### config.mk
export PLATFORM = sky130hd
export DESIGN_NAME = arbitro_wrr
export DESIGN_NICKNAME = d
export VERILOG_FILES = /design/src/rtl/arbitro_wrr_pkg.sv /design/src/rtl/arbitro_wrr_select.sv /design/src/rtl/arbitro_wrr.sv
export SDC_FILE = /design/constraint.sdc
export NUM_CORES = 1
export LEC_CHECK = 0
export BUFFER_PORTS_ARGS = -buffer_cell sky130_fd_sc_hd__buf_4
export CORE_UTILIZATION = 25
export DETAILED_ROUTE_END_ITERATION = 10
export GPL_TIMING_DRIVEN = 1
export MAX_ROUTING_LAYER = met4
export PLACE_DENSITY = 0.51
export REMOVE_ABC_BUFFERS = 1
export SLEW_MARGIN = 10
export SYNTH_ARGS = -nofsm -noshare
export SYNTH_HDL_FRONTEND = slang
export SYNTH_SLANG_ARGS = --single-unit
### constraint.sdc
create_clock -name clk -period 4.2 [get_ports clk]
set_input_delay 1.26 -clock clk [delete_from_list [all_inputs] [get_ports clk]]
set_output_delay 1.26 -clock clk [all_outputs]
set_load 0.1 [all_outputs]
### src/rtl/arbitro_wrr_pkg.sv
// Shared types and helpers for the arbitro_wrr weighted round-robin arbiter.
package arbitro_pkg;

  localparam int DEST_W    = 2;
  localparam int NUM_PORTS = 4;

  typedef enum logic [1:0] {
    IDLE  = 2'd0,
    SERVE = 2'd1,
    STALL = 2'd2
  } state_t;

  function automatic logic [3:0] onehot4(input logic [1:0] idx);
    case (idx)
      2'd0:    onehot4 = 4'b0001;
      2'd1:    onehot4 = 4'b0010;
      2'd2:    onehot4 = 4'b0100;
      2'd3:    onehot4 = 4'b1000;
      default: onehot4 = 4'b0000;
    endcase
  endfunction

endpackage

### src/rtl/arbitro_wrr_select.sv
// Next-candidate search: first non-empty input starting at ptr, wrapping mod 4.
module wrr_select
  import arbitro_pkg::*;
(
  input  logic [1:0] ptr,
  input  logic [3:0] fifo_empty,
  output logic [1:0] cand,
  output logic       found
);

  logic [1:0] idx;

  // Scan from the farthest offset down so the nearest non-empty input wins.
  always_comb begin
    cand  = ptr;
    found = 1'b0;
    idx   = ptr;
    for (int k = NUM_PORTS - 1; k >= 0; k--) begin
      idx   = ptr + 2'(k);
      cand  = fifo_empty[idx] ? cand : idx;
      found = found | ~fifo_empty[idx];
    end
  end

endmodule

### src/rtl/arbitro_wrr.sv
// Weighted round-robin arbiter, four input FIFOs to four output FIFOs.
// Optional per-input grant and stall counters under macro ARB_STATS_EN.
module arbitro_wrr
  import arbitro_pkg::*;
#(
  parameter int DATA_WIDTH = 10,
  parameter int W0 = 4,
  parameter int W1 = 3,
  parameter int W2 = 2,
  parameter int W3 = 1
)
(
  input  logic                  clk,
  input  logic                  reset,
  input  logic [3:0]            fifo_empty,
  input  logic [3:0]            almost_full,
  input  logic [DATA_WIDTH-1:0] data_in0,
  input  logic [DATA_WIDTH-1:0] data_in1,
  input  logic [DATA_WIDTH-1:0] data_in2,
  input  logic [DATA_WIDTH-1:0] data_in3,
  output logic [3:0]            pop,
  output logic [3:0]            push,
  output logic [DATA_WIDTH-1:0] data_out,
  output logic [1:0]            grant_id,
  output logic                  busy
`ifdef ARB_STATS_EN
  ,
  output logic [63:0]           grant_cnt,
  output logic [15:0]           stall_cnt
`endif
);

  state_t                state;
  state_t                state_nxt;
  logic [1:0]            ptr;
  logic [1:0]            ptr_nxt;
  logic [2:0]            credit;
  logic [2:0]            credit_nxt;
  logic [1:0]            sel_q;
  logic                  v1;
  logic [1:0]            cand;
  logic                  found;
  logic                  eligible;
  logic                  pop_en;
  logic [DATA_WIDTH-1:0] word;

  function automatic logic [2:0] weight(input logic [1:0] idx);
    case (idx)
      2'd0:    weight = 3'(W0);
      2'd1:    weight = 3'(W1);
      2'd2:    weight = 3'(W2);
      2'd3:    weight = 3'(W3);
      default: weight = 3'(W0);
    endcase
  endfunction

  wrr_select u_select (
    .ptr        (ptr),
    .fifo_empty (fifo_empty),
    .cand       (cand),
    .found      (found)
  );

  // Pop decision and credit/pointer bookkeeping. Pops are issued from IDLE
  // as well as SERVE so the first word is not delayed; STALL never pops.
  always_comb begin
    eligible   = found && (almost_full == 4'b0000);
    pop_en     = eligible && (state != STALL) && !reset;
    pop        = pop_en ? onehot4(cand) : 4'b0000;
    grant_id   = pop_en ? cand : 2'd0;
    ptr_nxt    = ptr;
    credit_nxt = credit;
    if (!pop_en) begin
      ptr_nxt    = ptr;
      credit_nxt = credit;
    end else if (cand == ptr) begin
      if (credit == 3'd1) begin
        ptr_nxt    = ptr + 2'd1;
        credit_nxt = weight(ptr + 2'd1);
      end else begin
        credit_nxt = credit - 3'd1;
      end
    end else begin
      if (weight(cand) == 3'd1) begin
        ptr_nxt    = cand + 2'd1;
        credit_nxt = weight(cand + 2'd1);
      end else begin
        ptr_nxt    = cand;
        credit_nxt = weight(cand) - 3'd1;
      end
    end
  end

  // Scheduler state transitions.
  always_comb begin
    state_nxt = state;
    case (state)
      IDLE:    state_nxt = eligible ? SERVE : IDLE;
      SERVE: begin
        if (almost_full != 4'b0000) state_nxt = STALL;
        else if (!found)            state_nxt = IDLE;
        else                        state_nxt = SERVE;
      end
      STALL: begin
        if (almost_full != 4'b0000) state_nxt = STALL;
        else if (found)             state_nxt = SERVE;
        else                        state_nxt = IDLE;
      end
      default: state_nxt = IDLE;
    endcase
  end

  // Read data of the input popped last cycle.
  always_comb begin
    case (sel_q)
      2'd0:    word = data_in0;
      2'd1:    word = data_in1;
      2'd2:    word = data_in2;
      2'd3:    word = data_in3;
      default: word = data_in0;
    endcase
  end

  // Scheduler registers and the two-stage pop-to-push pipeline.
  always_ff @(posedge clk) begin
    if (reset) begin
      state    <= IDLE;
      ptr      <= 2'd0;
      credit   <= 3'(W0);
      sel_q    <= 2'd0;
      v1       <= 1'b0;
      busy     <= 1'b0;
      push     <= 4'b0000;
      data_out <= '0;
    end else begin
      state  <= state_nxt;
      ptr    <= ptr_nxt;
      credit <= credit_nxt;
      sel_q  <= cand;
      v1     <= pop_en;
      busy   <= pop_en | v1;
      push   <= v1 ? onehot4(word[DATA_WIDTH-1 -: DEST_W]) : 4'b0000;
      if (v1) data_out <= word;
      else    data_out <= data_out;
    end
  end

`ifdef ARB_STATS_EN
  // Saturating grant and stall counters.
  always_ff @(posedge clk) begin
    if (reset) begin
      grant_cnt <= 64'd0;
      stall_cnt <= 16'd0;
    end else begin
      for (int i = 0; i < NUM_PORTS; i++) begin
        if (pop[i] && (grant_cnt[16*i +: 16] != 16'hFFFF))
          grant_cnt[16*i +: 16] <= grant_cnt[16*i +: 16] + 16'd1;
      end
      if ((state == STALL) && (stall_cnt != 16'hFFFF))
        stall_cnt <= stall_cnt + 16'd1;
    end
  end
`endif

endmodule

# Word-level counts from Yosys, hierarchy flattened

Index checks and enable logic that the tools add are counted.

Register bits: 25
Input bits: 50
Output and inout port bits: 21

Mux-type cells: 35
Reductions and logical operators: 15
Add/subtract/negate cells: 6
Magnitude comparators: 4
Eq/ne operators: 22
Bitwise gates (word level): 9

Operators with widths:

| operator                                            | count |
|---|---|
| case mux 10 bit (4 select lines)                    | 1 |
| case mux 3 bit (4 select lines)                     | 3 |
| case mux 4 bit (4 select lines)                     | 2 |
| two-way mux 3 bit                                   | 8 |
| == test 2 bit (second input constant)               | 11 |
| two-way mux 2 bit                                   | 9 |
| == test 2 x 1 -> 1 bit (second input constant)      | 6 |
| zero test 2 bit                                     | 6 |
| < comparator 2 x 3 -> 1 bit (second input constant) | 4 |
| binary-select mux 1 bit (select 2 bit)              | 4 |
| == test 3 x 1 -> 1 bit (second input constant)      | 2 |
| two-way mux 1 bit                                   | 6 |
| subtractor 3 x 1 -> 3 bit (second input constant)   | 2 |
| NOT 1 bit                                           | 5 |
| adder 2 x 1 -> 2 bit (second input constant)        | 2 |
| adder 2 bit (second input constant)                 | 2 |
| zero test 4 bit                                     | 1 |
| two-way mux 4 bit                                   | 1 |
| bitwise OR 1 bit                                    | 4 |
| case mux 2 bit (2 select lines)                     | 1 |
| nonzero test 4 bit                                  | 1 |
| OR reduction 2 bit                                  | 2 |
| logical AND 1 bit                                   | 3 |
| == test 2 bit                                       | 1 |
| 4 further kinds                                     | 4 |

# Depth between registers and ports, before layout

Word-level depth: 18
Depth in mapped cells: 12
Gate-level depth less buffers: 12

# Hierarchy

From an unflattened synthesis, not the netlist that was laid out.

Cells, all modules: 149
Area, all modules: 1575.3 sq um

By module, submodules not included:

| module      | seq. area each (sq um) | area an instance (sq um) | cells an instance | times used |
|---|---|---|---|---|
| arbitro_wrr | 500.5                  | 1483.9                   | 135               | 1 |
| wrr_select  | 0.0                    | 91.3                     | 14                | 1 |

# Worst setup path after synthesis

Ideal clock, no wire load.

Path kind: input-to-output
Start: in fifo_empty[1]
End: out grant_id[0]
Required time: 2.940 ns
Stages on the path: 6
Arrival: 3.708 ns
Setup slack: -0.768 ns
Cell sequence: inv_2 mux4_2 a221o_1 buf_6 xnor2_1 nor2_1

Word-level cells in the longest chain between the ends: 10

RTL lines:

| element                                 | RTL line                                           | RTL |
|---|---|---|
| start: declaration                      | arbitro_wrr.sv:15                                  | `input logic [3:0] fifo_empty,` |
| binary-select mux 1 bit (select 2 bit)  | arbitro_wrr_select.sv:20, arbitro_wrr_select.sv:21 |  |
| two-way mux 1 bit (implied by the code) | arbitro_wrr_select.sv:20, arbitro_wrr_select.sv:21 |  |
| NOT 1 bit                               | arbitro_wrr_select.sv:21                           | `found = found \| ~fifo_empty[idx];` |
| bitwise OR 1 bit (3 in series)          | arbitro_wrr_select.sv:21                           |  |
| logical AND 1 bit                       | arbitro_wrr.sv:67                                  | `eligible = found && (almost_full == 4'b0000);` |
| logical AND 1 bit (2 in series)         | arbitro_wrr.sv:68                                  | `pop_en = eligible && (state != STALL) && !reset;` |
| two-way mux 2 bit *                     | arbitro_wrr.sv:70                                  | `grant_id = pop_en ? cand : 2'd0;` |
| end: declaration                        | arbitro_wrr.sv:24                                  | `output logic [1:0] grant_id,` |

Mark *: on every way between the ends. The rest lies on a longest branch, timed or not. The select of a mux whose other input is x is not followed.

# Worst setup path in the final report

Start: in fifo_empty[2]
End: out pop[3]

RTL lines:

| element                                 | RTL line                 | RTL |
|---|---|---|
| binary-select mux 1 bit (select 2 bit)  | arbitro_wrr_select.sv:20 | `cand = fifo_empty[idx] ? cand : idx;` |
| two-way mux 1 bit (implied by the code) | arbitro_wrr_select.sv:20 |  |
| two-way mux 2 bit (3 in series)         | arbitro_wrr_select.sv:20 |  |
| two-way mux 2 bit *                     | arbitro_wrr_select.sv:20 |  |
| named net cand[0]                       | arbitro_wrr.sv:41        | `logic [1:0] cand;` |
| == test 2 bit (tied with other cells)   | arbitro_wrr_pkg.sv:14    | `case (idx)` |
| case mux 4 bit (4 select lines) *       | arbitro_wrr_pkg.sv:14    |  |
| two-way mux 4 bit *                     | arbitro_wrr.sv:69        | `pop = pop_en ? onehot4(cand) : 4'b0000;` |
| end: declaration                        | arbitro_wrr.sv:21        | `output logic [3:0] pop,` |

Mark *: on every way through the listed nets, which the timed path passes. The rest lies on a longest branch. The select of a mux whose other input is x is not followed.

==> flow_summary.toml <==
[run_status]
outcome = "complete, but fails checks"
violations = "setup timing"

[clock_network]
cts_made_buffers = 3
htree_levels = 1
cts_tree = "yes"
clk_pin_slew_ns = 0.09
cts-root-buf = "clkbuf_8"
clkLatencyLatePin_ns = 0.27
cts.path.max_buffers = 2
cts.sinks = 25

[sta]
finClkSkew_ns = 0.00379
fmax_mhz = 231
relSlewSlack_pct = 55.2
final-max-slew-violation-count = 0
layout_min_cycle_time_ns = 4.32
hold_viol = 0
period_share_pct = 103
hold_ws_ns = 0.474
setup_ws_ns = -0.124
tightestPinTransition_ns = 0.670
setup_viol = 4
rsz0062_at_grt = "yes"

[power]
p_leak_uw = 0.00118
power_density_nw_per_um2 = 207
vdd_drop_max_mv = 0.0970
power_uw = 562

[synthesis]
ys_warn_count = 0
synthMuxAreaShare_pct = 24.4
synthXorXnorAreaFrac_pct = 1.02
synth_edf_count = 0
syn_area_per_cell_um2 = 9.63
seq_area_frac_synth_pct = 29.0
yosysMostFrequentCell = "dfxtp_1"
synth_adder_area_share_pct = 9.44
syn_area_um2 = 1720
synthCells = 179
yosys.area_share.simple_pct = 17.1
synth_area_leaders = "dfxtp_1 (29%), mux4_2 (16%), ha_1 (9.4%), mux2i_1 (8.7%), nor2_1 (5.2%)"
yosys.area.top_type_share_pct = 29.0
synthTopCellsByCount = "dfxtp_1 (25), nor2_1 (24), mux2i_1 (15)"
synth_top_family_by_area = "multiplexers"
synthArstFlopShare_pct = 0
synth_area_leader_cell = "dfxtp_1"
ys_ff_latch = 25
netlist-cell-type-count = 47
synthFlopType = "dfxtp_1"
synth_compound_area_share_pct = 13.3

[floorplan]
core_area_um2 = 6490
num_rows = 29
die_y_um = 85.0
dieArea_um2 = 7230
fp.dieW_um = 85.0
start_util_pct = 26.5
io_pins = 71

[routing]
drtPass1Iterations = 4
final_antenna_net_count = 0
routedWlPerCell_um = 13.4
drt_wl_total_um = 4710
vias_per_cell = 4.74
drt-initial-drc-count = 75
via_count = 1670
drcViolationCount = 0

[critical_path]
end_kind = "primary output"
crit_required_ns = 2.94
path_max_fanout = 5
critPathArrivalTime_ns = 3.06
rrSetupSlack_ns = 0.83
start_kind = "input pin"
crit_type = "in -> out"

[place]
portBuffers = 70
hpwl_um = 3680
gp_congestion = 0.737

[grt]
antenna_found_initial = 0
grt_max_degree = 22
grt.total_usage_pct = 13.6
grt_pass1_wl_um = 7710
grt_pass1_vias = 1596
grt_overflow = 0

[job]
cap_violations = 0

[finish]
drive_above_1_share_pct = 48.7
antenna_cells = 0
fillers = 643
area_delta_synth_final_pct = 57.7
fin_nets = 339

[worst_hold_path]
min_path_type = "reg -> reg"
-- repair_timing --
| action | CTS | global route |
|---|---|---|
| buffers inserted | 2 | 4 |
| endpoints found under the setup margin | 5 | 5 |
| hold endpoints to repair | 0 | 0 |
| hold buffers | 0 | 0 |
| pin swaps | 3 | 6 |
| resized for setup | 29 | 4 |
-- stage by stage --
stage	TNS (ns)	area, µm²	util, %	cells	setup slack [ns]
2_1_floorplan	-3.43	1670	-	169	-0.767
3_3_place_gp	-0.959	2490	38.3	342	-0.255
3_5_place_dp	-0.887	2490	38.3	342	-0.236
4_1_cts	-0.658	2680	41.2	348	-0.177
5_1_grt	-0.824	2720	41.8	352	-0.220
6_report	-0.415	2720	41.8	352	-0.124
-- kinds of logic (layout without fill, tap and decap cells) --
family	count (synthesis)	count (layout)
xor+xnor	2	2
fa+ha+maj	13	13
buf+inv	23	119
compound gates	29	29
flops	25	25
mux	27	27
simple gates	60	60
-- cell type report --
| type | count | area (µm²) | share of cell area, % |
|---|---|---|---|
| multi-input cells | 131 | 1180 | 43.3 |
| repair buffers | 102 | 842 | 31.0 |
| flip-flops and latches | 25 | 500 | 18.4 |
| well taps | 77 | 96.3 | 3.55 |
| inverters | 13 | 51.3 | 1.89 |
| clock buffers | 3 | 41.3 | 1.52 |
| clock inverters | 1 | 7.51 | 0.276 |
-- layer usage --
metal  track usage, %  part of all wire [%]  vias to the layer above  wire length [µm]
met1             17.0                    44                      789              2060
met4             2.93                   1.2                        0                57
li1                 -                     -                      846                 -
met5                -                     0                        -                 0
met2             22.9                    52                       28              2460
met3             2.24                   2.8                        7               131
-- final timing paths --
check,from,end,cells past startpoint
max reg2reg,ptr[0]$_SDFFE_PP0P_,credit[1]$_SDFFE_PP0P_,13
max,fifo_empty[2],pop[3],9
min reg2reg,credit[1]$_SDFFE_PP0P_,credit[1]$_SDFFE_PP0P_,2
min,credit[1]$_SDFFE_PP0P_,credit[1]$_SDFFE_PP0P_,2
-- power breakdown --
part	internal, µW	leakage [µW]	switching [µW]
clock	67.3	0.0000217	78.6
sequential	241	0.000202	8.09
combinational	95.7	0.000955	71.2
-- cells in the final DEF, fill, tap and decap left out, types with 2 or more instances in the layout --
| cell | Yosys | routed |
|---|---|---|
| ha_4 | 0 | 3 |
| clkbuf_8 | 0 | 3 |
| buf_6 | 1 | 3 |
| buf_8 | 0 | 2 |
| a211oi_1 | 2 | 2 |
| nand2b_1 | 4 | 4 |
| nor3b_1 | 2 | 2 |
| xnor2_1 | 2 | 2 |
| o21ai_0 | 3 | 3 |
| nand2_1 | 8 | 8 |
| and2_4 | 0 | 4 |
| nand3_1 | 3 | 3 |
| a2bb2oi_1 | 2 | 2 |
| buf_12 | 0 | 4 |
| mux4_2 | 12 | 12 |
| nor2_1 | 24 | 24 |
| mux2i_1 | 15 | 15 |
| nor3_1 | 5 | 5 |
| ha_1 | 13 | 10 |
| inv_1 | 10 | 8 |
| a221o_1 | 2 | 2 |
| or4_1 | 2 | 2 |
| inv_2 | 2 | 3 |
| nor2b_1 | 3 | 3 |
| a21oi_1 | 5 | 5 |
| buf_4 | 1 | 93 |
| dfxtp_1 | 25 | 25 |
-- flip-flops by register name, indices dropped and copies added (netlist names) --
name / flops
v1: 1
state: 2
ptr: 2
busy: 1
credit: 3
push: 4
data_out: 10
sel_q: 2
-- critical path, cell delays in order --
cell     delay (ns)
buf_6          0.10
mux4_2         0.48
a221o_1        0.38
xnor2_1        0.17
buf_4          0.18
inv_4          0.05
ha_4           0.14
and2_4         0.14
buf_12         0.16
Note: power is estimated with default switching activity, not from simulation.
